**config.mk**
```make
export PLATFORM = sky130hd
export DESIGN_NAME = sr_ff_bank
export DESIGN_NICKNAME = d
export VERILOG_FILES = /design/src/rtl/sr_ff_bank.sv
export SDC_FILE = /design/constraint.sdc
export NUM_CORES = 1
export LEC_CHECK = 0
export ABC_AREA = 0
export CORE_UTILIZATION = 46
export CTS_CLUSTER_DIAMETER = 100
export DETAILED_ROUTE_END_ITERATION = 8
export PLACE_DENSITY_LB_ADDON = 0.25
export SYNTH_ARGS = -nofsm -noshare
export SYNTH_HDL_FRONTEND = slang
export SYNTH_SLANG_ARGS = --single-unit
export TNS_END_PERCENT = 5
```
**constraint.sdc**
```tcl
create_clock -name clk -period 2.6 [get_ports clk]
set_clock_uncertainty 0.2 [all_clocks]
set_input_delay 0.78 -clock clk [delete_from_list [all_inputs] [get_ports clk]]
set_output_delay 0.78 -clock clk [all_outputs]
set_load 0.02 [all_outputs]
```
**src/rtl/sr_ff_bank.sv**
```systemverilog
// sr_ff_bank: multi-channel clocked SR flip-flop bank.
// Each channel is set or cleared on the rising clock edge. MODE selects
// what happens when both s and r are high. Per-channel conflict pulses are
// produced, together with a saturating count of cycles that had a conflict.
// Optional build macro SR_FF_BANK_SYNC_EN: when it is defined, s and r pass
// through a 2-flop synchroniser before the SR logic.
module sr_ff_bank #(
  parameter int CH    = 8,
  parameter int MODE  = 0,
  parameter int CNT_W = 8
) (
  input  logic             clk,
  input  logic             rst,
  input  logic             en,
  input  logic [CH-1:0]    s,
  input  logic [CH-1:0]    r,
  input  logic             clr_cnt,
  output logic [CH-1:0]    q,
  output logic [CH-1:0]    qn,
  output logic [CH-1:0]    conflict,
  output logic [CNT_W-1:0] conflict_cnt
);

  // Unsupported MODE values fall back to hold.
  localparam int MODE_EFF = (MODE >= 0 && MODE <= 3) ? MODE : 0;

  localparam logic [CNT_W-1:0] CNT_MAX = {CNT_W{1'b1}};
  localparam logic [CNT_W-1:0] CNT_ONE = {{(CNT_W-1){1'b0}}, 1'b1};

  logic [CH-1:0] s_eff;
  logic [CH-1:0] r_eff;
  logic [CH-1:0] conf_vec;
  logic [CH-1:0] q_next;

  // Per-bit SR resolution; s=r=1 is resolved according to MODE_EFF.
  function automatic logic [CH-1:0] sr_next(input logic [CH-1:0] cur,
                                            input logic [CH-1:0] sv,
                                            input logic [CH-1:0] rv);
    logic [CH-1:0] nxt;
    nxt = cur;
    for (int i = 0; i < CH; i++) begin
      case ({sv[i], rv[i]})
        2'b10: nxt[i] = 1'b1;
        2'b01: nxt[i] = 1'b0;
        2'b11: begin
          case (MODE_EFF)
            1:       nxt[i] = 1'b1;
            2:       nxt[i] = 1'b0;
            3:       nxt[i] = ~cur[i];
            default: nxt[i] = cur[i];
          endcase
        end
        default: nxt[i] = cur[i];
      endcase
    end
    return nxt;
  endfunction

  // Saturating increment: the counter sticks at all-ones and never wraps.
  function automatic logic [CNT_W-1:0] sat_inc(input logic [CNT_W-1:0] v);
    return (v == CNT_MAX) ? v : v + CNT_ONE;
  endfunction

`ifdef SR_FF_BANK_SYNC_EN
  logic [CH-1:0] s_p0, s_p1;
  logic [CH-1:0] r_p0, r_p1;

  // Two-flop synchroniser for s and r. Reset drops any requests still in flight.
  always_ff @(posedge clk or posedge rst) begin
    if (rst) begin
      s_p0 <= '0;
      s_p1 <= '0;
      r_p0 <= '0;
      r_p1 <= '0;
    end else begin
      // stage p0 -> p1
      s_p0 <= s;
      r_p0 <= r;
      s_p1 <= s_p0;
      r_p1 <= r_p0;
    end
  end

  assign s_eff = s_p1;
  assign r_eff = r_p1;
`else
  assign s_eff = s;
  assign r_eff = r;
`endif

  assign conf_vec = s_eff & r_eff;
  assign q_next   = sr_next(q, s_eff, r_eff);

  // SR storage; qn is registered alongside q so the two never disagree.
  always_ff @(posedge clk or posedge rst) begin
    if (rst) begin
      q  <= '0;
      qn <= '1;
    end else if (en) begin
      q  <= q_next;
      qn <= ~q_next;
    end
  end

  // Conflict pulse: high for the cycle after an enabled edge where s=r=1.
  always_ff @(posedge clk or posedge rst) begin
    if (rst) begin
      conflict <= '0;
    end else begin
      conflict <= en ? conf_vec : '0;
    end
  end

  // Conflict counter: one increment per conflicting cycle; clear has priority.
  always_ff @(posedge clk or posedge rst) begin
    if (rst) begin
      conflict_cnt <= '0;
    end else if (clr_cnt) begin
      conflict_cnt <= '0;
    end else if (en && (|conf_vec)) begin
      conflict_cnt <= sat_inc(conflict_cnt);
    end
  end

endmodule

```
* After elaboration in Yosys (flattened, before gate mapping)
Index checks and enable logic that the tools add are counted.
** Word-level totals
- Register bits :: 32
- Word-level logic and storage cells :: 41
** Cells by class
- Bitwise gates (word level) :: 2
- Mux-type cells :: 12
- Add/subtract/negate cells :: 1
- Reduce and logical (&&, ||, !) cells :: 4
- Equality and inequality tests :: 18
** Operators by type and width (number)
- $mux W8 :: 4
- $eq A2 B1 Y1 const B :: 8
- $eq A2 B2 Y1 const B :: 8
- $pmux W1 S2 :: 8
- $add A8 B1 Y8 const B :: 1
- $and A8 B8 Y8 :: 1
- $eq A8 B8 Y1 const B :: 1
- $not A8 Y8 :: 1
- $reduce_or A8 Y1 :: 1
- $ne A2 B2 Y1 const B :: 1
- $reduce_and A2 Y1 :: 1
- $reduce_bool A2 Y1 :: 1
- $logic_and A1 B1 Y1 :: 1

* Longest topological paths before layout
Gate-level depths: netlist of the first run.
- Depth after elaboration :: 5
- Gate-level depth with buffers :: 6
- Depth with buffers taken out :: 5

* Worst setup path before layout of the first run
No wires, ideal clock.
- Path kind :: input-to-reg
- Start point :: in s[3]
- End point :: reg conflict_cnt[6]
- Required time :: 2.313 ns
- Stages :: 6
- Arrival time :: 2.094 ns
- Slack :: 0.219 ns
- Setup time :: 0.087 ns
- Cell sequence :: ha_1 > or4_4 > o21ai_4 > buf_6 > nor3_1 > a211oi_2
** Between the ends
- Cells in the longest elaborated chain, start to end :: 5
** Ends and longest elaborated chain
- start: declaration :: RTL line 15 : input logic [CH-1:0] s,
- $and A8 B8 Y8 :: RTL line 91 : assign conf_vec = s_eff & r_eff;
- $reduce_or A8 Y1 :: RTL line 120 : end else if (en && (|conf_vec)) begin
- $logic_and A1 B1 Y1 :: RTL line 120
- $reduce_bool A2 Y1 (no source line)
- $reduce_and A2 Y1 (no source line)
- end signal: assignment :: RTL line 121 : conflict_cnt <= sat_inc(conflict_cnt);
- end: declaration :: RTL line 21 : output logic [CNT_W-1:0] conflict_cnt
No other way between the ends.
A chain may end at the register's enable or synchronous reset.

* Final worst setup path of the first run
- Start point :: in r[6]
- End point :: reg conflict_cnt[6]
** Between the ends
- Cells in the longest elaborated chain, start to end :: 5
** Ends and longest elaborated chain
- start: declaration :: RTL line 16 : input logic [CH-1:0] r,
- $and A8 B8 Y8 :: RTL line 91
- $reduce_or A8 Y1 :: RTL line 120
- $logic_and A1 B1 Y1 :: RTL line 120
- $reduce_bool A2 Y1 (no source line)
- $reduce_and A2 Y1 (no source line)
No other way between the ends.

==> results by group, run 1 <==
Outcome
  – Status: complete, no violations

Global route
  – Number of global-route vias before repair: ~1500
  – Antenna violations before repair: 0
  – GR Util met3: 7.482%
  – Global-route wire length before repair: approximately 6700 um
  – Total congestion overflow: 0
  – GR peak layer: met2
  – Pin count of the biggest net entering global routing: 33
  – Met2 Use GR: between 30% and 40%
  – GR Util met1: between 20% and 30%
  – Total track usage: between 20% and 30%

Setup path
  – FF-to-FF End: conflict_cnt[4]
  – Max Fanout on Critical Path: 8
  – R2R depth: 6
  – CP max stage cell: or4_4
  – Reg2reg setup slack: 590 ps
  – Buf+Inv Stages, Crit Path: 2
  – Max incr delay on CP: between 500 and 600 ps
  – Arrival time worst endpoint: roughly 2600 ps
  – Crit Reg-Reg Startpoint: conflict_cnt[0]
  – Critical path class: in -> reg
  – CP endpoint kind: flip-flop
  – Cell Chain, Critical Path: clkdlybuf4s50_1 > ha_2 > or4_4 > o21ai_4 > buf_12 > nor3_1 > a211oi_2
  – Cell family with most CP delay: simple AND/OR/NAND/NOR gates
  – Critical path startpoint category: input port
  – WP data required: about 2600 ps

Synthesis
  – Mux share of post-synthesis cell area: 15.81%
  – Adder-cell share of the synthesized area: between 10% and 20%
  – Mean post-synth cell area: around 12 um^2
  – Area contributors post-synth: dfrtp_1, ha_1, dfstp_2
  – Sequential area share after synthesis: around 47%
  – Largest area contributor in the netlist: dfrtp_1
  – Post-Synth XOR/XNOR Area: 0%
  – Post-synth EDFFs: 0
  – Post-synthesis cell area: between 1500 and 2000 um^2
  – Top cell type's share of synthesized area: 35.14%
  – FFs w/ async S/R, synth: 100.0%
  – Largest family of logic cells by synthesized area: multiplexers
  – Syn_nets: about 180
  – Simple-Gate Fraction of Synth Area: about an eighth
  – Synth Flop Type: dfrtp_1
  – Most frequent cell after synthesis: dfrtp_1
  – Ys Warns: 0
  – Post-Synthesis Cells: around 140
  – Netlist cell types: 28
  – Yosys reg bits: 32
  – Post-synth top cells: dfrtp_1, ha_1, mux2_2
  – Synth Area in Compound Gates: under 10%

Layout
  – Layout cell share with drive strength beyond 1: 24.76%
  – Layout Utilization: about 72%
  – Diode count: 0
  – Final Instance Area: approximately 2500 um^2
  – Final nets: roughly 240
  – P&R area growth vs syn: 45.61%

Clocking
  – CTS max path bufs: 2
  – Clock Latency Late Sink: 290 ps
  – CTS buffer count: 5
  – H-tree Lvls: 2
  – Hold_buf cts: 0
  – Root buf cell: clkbuf_8
  – CTS sink count: 32
  – CTS tree: built
  – Clock slew at reported path FFs: roughly 60 ps

STA
  – Max-slew violations: 0
  – Final setup fails: 0
  – Worst slew margin: 70.46%
  – Worst slew pin tran: approximately 440 ps
  – Final hold violation count: 0
  – Fmax: approximately 390 MHz
  – RSZ-0062 raised after global routing: no
  – Final worst path period need: 2541 ps
  – Tcrit/Tclk final: 97.72%

Floorplan
  – Initial core utilization: approximately half
  – Ports: 52
  – Die height: about 63 um
  – Core ar.: approximately 3400 um^2
  – Die Wd: 62.96 um
  – Die area: 3963 um^2
  – Row cnt: 21

Route
  – Routed length per instance: 15.31 um
  – Vias/cell: about 5.3
  – DRC: 0
  – Drt pass-1 iters: 4
  – Vias after detailed routing: about 1300
  – 1st-iter DRT viols: roughly 190
  – DRT antenna net count: 0
  – DRT Wirelength: approximately 3900 um

Job
  – Max cap viols: 0

Placed design
  – Routability cong.: 0.7952
  – Post-DP HPWL: 2765 um
  – Placed cell area: 2318 um^2
  – IO buf count: 51

Hold path
  – HP Start: conflict_cnt[6]
  – Hold Path Depth: 1
  – Min-Delay Path Class: reg -> reg
  – Hold path endpoint: conflict_cnt[6]

Power
  – Maximum vdd drop: 0.3800 mV
  – Total power per unit cell area: 543.0 nW/um^2
  – Final Power: between 0.001 and 0.0015 W
  – Leakage power: 1.156 nW
placed cells by master (no fill, tap or decap), types with 2 or more instances in the layout:
| cell type | Yosys | final |
|---|---|---|
| clkbuf_1 | 3 | 2 |
| a21oi_1 | 5 | 5 |
| a211oi_2 | 2 | 2 |
| dfrtp_1 | 24 | 24 |
| clkbuf_8 | 0 | 6 |
| buf_4 | 0 | 9 |
| clkdlybuf4s50_1 | 0 | 43 |
| or4_4 | 2 | 2 |
| nand2b_1 | 10 | 10 |
| ha_1 | 17 | 11 |
| mux2i_1 | 9 | 9 |
| or4_1 | 4 | 4 |
| nor4_1 | 2 | 2 |
| and2_1 | 8 | 8 |
| nand3_1 | 5 | 5 |
| ha_2 | 0 | 6 |
| o31ai_1 | 4 | 4 |
| dlymetal6s2s_1 | 0 | 8 |
| inv_1 | 11 | 11 |
| mux2_2 | 14 | 14 |
| mux2_1 | 2 | 2 |
| dfstp_2 | 8 | 8 |
power by group:
part	internal, W	switching [W]
clock	0.000216	0.000182
combinational	0.000196	0.000161
sequential	0.000563	0.0000336
total	0.000975	0.000376
area by class of cell:
cell class	instances	area, um^2
Clock buffer	8	90.09
Fill cell	250	953.4
Sequential cell	32	810.8
Multi-Input combinational cell	93	845.8
Timing Repair Buffer	62	643.1
Inverter	11	41.29
Tap cell	46	57.56
kinds of logic after synthesis:
logic type | after synthesis
compound gates | 15
fa+ha+maj | 17
buf+inv | 16
flops | 32
mux | 25
simple gates | 36
state kept, by name, summed over array words and instances (netlist names):
name,flops
conflict,8
conflict_cnt,8
q,8
qn,8
repair_timing:
action	CTS	global route
gates resized for setup	0	14
endpoints found under the hold margin	0	0
gates cloned	0	1
endpoints found under the setup margin	8	5
pin swaps	1	7
buffers inserted	1	0
layer usage:
layer / up-vias / wire (um)
met5: - / 0
met4: 0 / 136
met3: 13 / 187
met2: 44 / 1989
met1: 673 / 1543
li1: 617 / -
through the flow:
| step | std cells | setup WS (ps) | hold WS [ps] | TNS (ps) |
|---|---|---|---|---|
| floorplan | 141 | 219.0 | 404.5 | 0 |
| global placement | 242 | -309.6 | 297.4 | -2176 |
| detailed placement | 242 | -396.9 | 312.4 | -2784 |
| CTS | 251 | 24.95 | 321.0 | 0 |
| global route | 252 | 14.88 | 352.6 | 0 |
| finish | 252 | 59.15 | 324.9 | 0 |
worst max path at each step:
stage / start / end / cells after the start
6_report: r[6] / conflict_cnt[6] / 7
3_5_place_dp: s[3] / conflict_cnt[7] / 6
4_1_cts: s[1] / conflict_cnt[7] / 7
2_1_floorplan: s[3] / conflict_cnt[6] / 6
3_3_place_gp: s[3] / conflict_cnt[7] / 6
5_1_grt: r[6] / conflict_cnt[6] / 7
No activity file was read; power rests on OpenSTA's default activity.
==> inputs of run 2 (changes only) <==
==> constraint.sdc (replaced) <==
create_clock -name clk -period 2.6 [get_ports clk]
set_clock_uncertainty 0.2 [all_clocks]
set_input_delay 0.52 -clock clk [delete_from_list [all_inputs] [get_ports clk]]
set_output_delay 0.52 -clock clk [all_outputs]
set_load 0.02 [all_outputs]
==> run 2 against run 1 <==
- non-clock buffer count decreased by 8
- utilization decreased by 3.3 points
- clock-buffer cell count unchanged
- fmax increased by 4.1%
- global-route usage decreased by 2.1 points
- worst hold slack got worse by 4.7 ps
- power about the same
- combinational power decreased by 4%
- via count decreased by 5.3%
- clock power increased by 5%
- critical path type unchanged
- critical endpoint unchanged
- largest power group unchanged
==> results by group, run 2 (synthesis results as in run 1) <==
Outcome
  – Status: complete, no violations

Clocking
  – Hold_buf cts: 0
  – Root buf cell: clkbuf_8
  – CTS tree: built
  – CTS max path bufs: 2
  – Clock slew at reported path FFs: ~70 ps
  – Clock Latency Late Sink: 280 ps
  – CTS buffer count: 5
  – CTS sink count: 32
  – Post-CTS setup repair buffer count: 0
  – H-tree Lvls: 2
  – Post_cts resized: 0

Route
  – 1st-iter DRT viols: slightly above 90
  – Drt pass-1 iters: 4
  – DRT antenna net count: 0
  – Vias after detailed routing: 1275
  – Routed length per instance: roughly 15 um
  – Vias/cell: around 5.2
  – DRC: 0
  – DRT Wirelength: about 3500 um

Setup path
  – Critical path class: in -> reg
  – Critical path startpoint category: input port
  – CP endpoint kind: flip-flop
  – Arrival time worst endpoint: between 2000 and 2500 ps
  – WP data required: about 2600 ps
  – Max Fanout on Critical Path: 15

Layout
  – Fin cells: about 240
  – Final nets: 234
  – Commonest non-fill, non-tap cell in the layout: clkdlybuf4s50_1
  – Layout cell share with drive strength beyond 1: around a fifth
  – Diode count: 0
  – Most frequent cells in the layout: clkdlybuf4s50_1, dfrtp_1, ha_1, mux2_2, inv_1
  – P&R area growth vs syn: 38.87%

STA
  – Hold_ws: roughly 320 ps
  – Final hold violation count: 0
  – Tcrit/Tclk final: around 94%
  – Max-slew violations: 0
  – Worst slew pin tran: between 300 and 400 ps
  – Final setup fails: 0
  – RSZ-0062 raised after global routing: no
  – Final worst path period need: approximately 2400 ps
  – Fmax: ~410 MHz
  – Worst slew margin: around three quarters

Job
  – Max cap viols: 0

Placed design
  – IO buf count: 51
  – Post-DP HPWL: approximately 2700 um
  – Routability cong.: 0.7663
  – Dpl cells: between 200 and 250

Floorplan
  – Die height: 62.96 um
  – Core ar.: approximately 3400 um^2
  – Die area: approximately 4000 um^2
  – Initial core utilization: 49.65%
  – Row cnt: 21
  – Die Wd: 62.96 um
  – Ports: 52

Global route
  – Pin count of the biggest net entering global routing: 33
  – Number of global-route vias before repair: ~1300
  – Total track usage: between 20% and 30%
  – Global-route wire length before repair: about 6000 um
  – Total congestion overflow: 0
  – Antenna violations before repair: 0

Power
  – Maximum vdd drop: ~0.43 mV
  – Total power per unit cell area: ~570 nW/um^2
  – Leakage power: about 1.0 nW

Hold path
  – Min-Delay Path Class: reg -> reg
run 2: routing by layer:
layer / vias up / GRT usage, % / routed length, um / part of all wire (%)
li1: 603 / - / - / -
met1: 620 / 21.29 / 1349 / 38
met2: 42 / 36.83 / 1908 / 54
met3: 10 / 7.664 / 195 / 5.5
met4: 0 / 8.140 / 95 / 2.7
met5: - / 0 / 0 / 0
run 2: cell type report:
| type | count | area [um^2] |
|---|---|---|
| Multi-Input combinational cell | 93 | 830.8 |
| Fill cell | 264 | 1069 |
| Timing Repair Buffer | 54 | 533.0 |
| Sequential cell | 32 | 810.8 |
| Tap cell | 46 | 57.56 |
| Clock buffer | 8 | 100.1 |
| Inverter | 11 | 41.29 |
run 2: final timing paths:
check                                      from               to  slack [ps]  depth (start not counted)
worst max-delay path                       s[3]  conflict_cnt[6]         160                          6
worst min-delay path            conflict_cnt[7]  conflict_cnt[7]         320                          1
worst max register to register  conflict_cnt[0]  conflict_cnt[5]         610                          6
worst min register to register  conflict_cnt[7]  conflict_cnt[7]         320                          1
max in group asynchronous                   rst            qn[0]        1450                          3
min in group asynchronous                   rst  conflict_cnt[6]         420                          3
run 2: stage by stage:
stage | util (%) | instance area [um^2] | setup TNS, ps | setup WS (ps) | total power [W]
3_3_place_gp | 66.05 | 2273 | -108.6 | -49.43 | 0.0009303
4_1_cts | 68.96 | 2374 | 0 | 150.7 | 0.001371
3_5_place_dp | 66.05 | 2273 | -721.3 | -151.0 | 0.0009466
2_1_floorplan | - | 1709 | 0 | 479.0 | 0.0007829
5_1_grt | 68.96 | 2374 | 0 | 93.63 | 0.001426
6_report | 68.96 | 2374 | 0 | 160.2 | 0.001352
run 2: critical path, stage by stage:
cell and delay [ps]:
clkdlybuf4s50_1 440, ha_1 230, or4_4 550, o21ai_4 350, nor3_1 110, a211oi_2 230
run 2: power breakdown:
group          switching [W]  internal (W)
registers          0.0000328      0.000563
logic               0.000158      0.000183
clock network       0.000174      0.000241
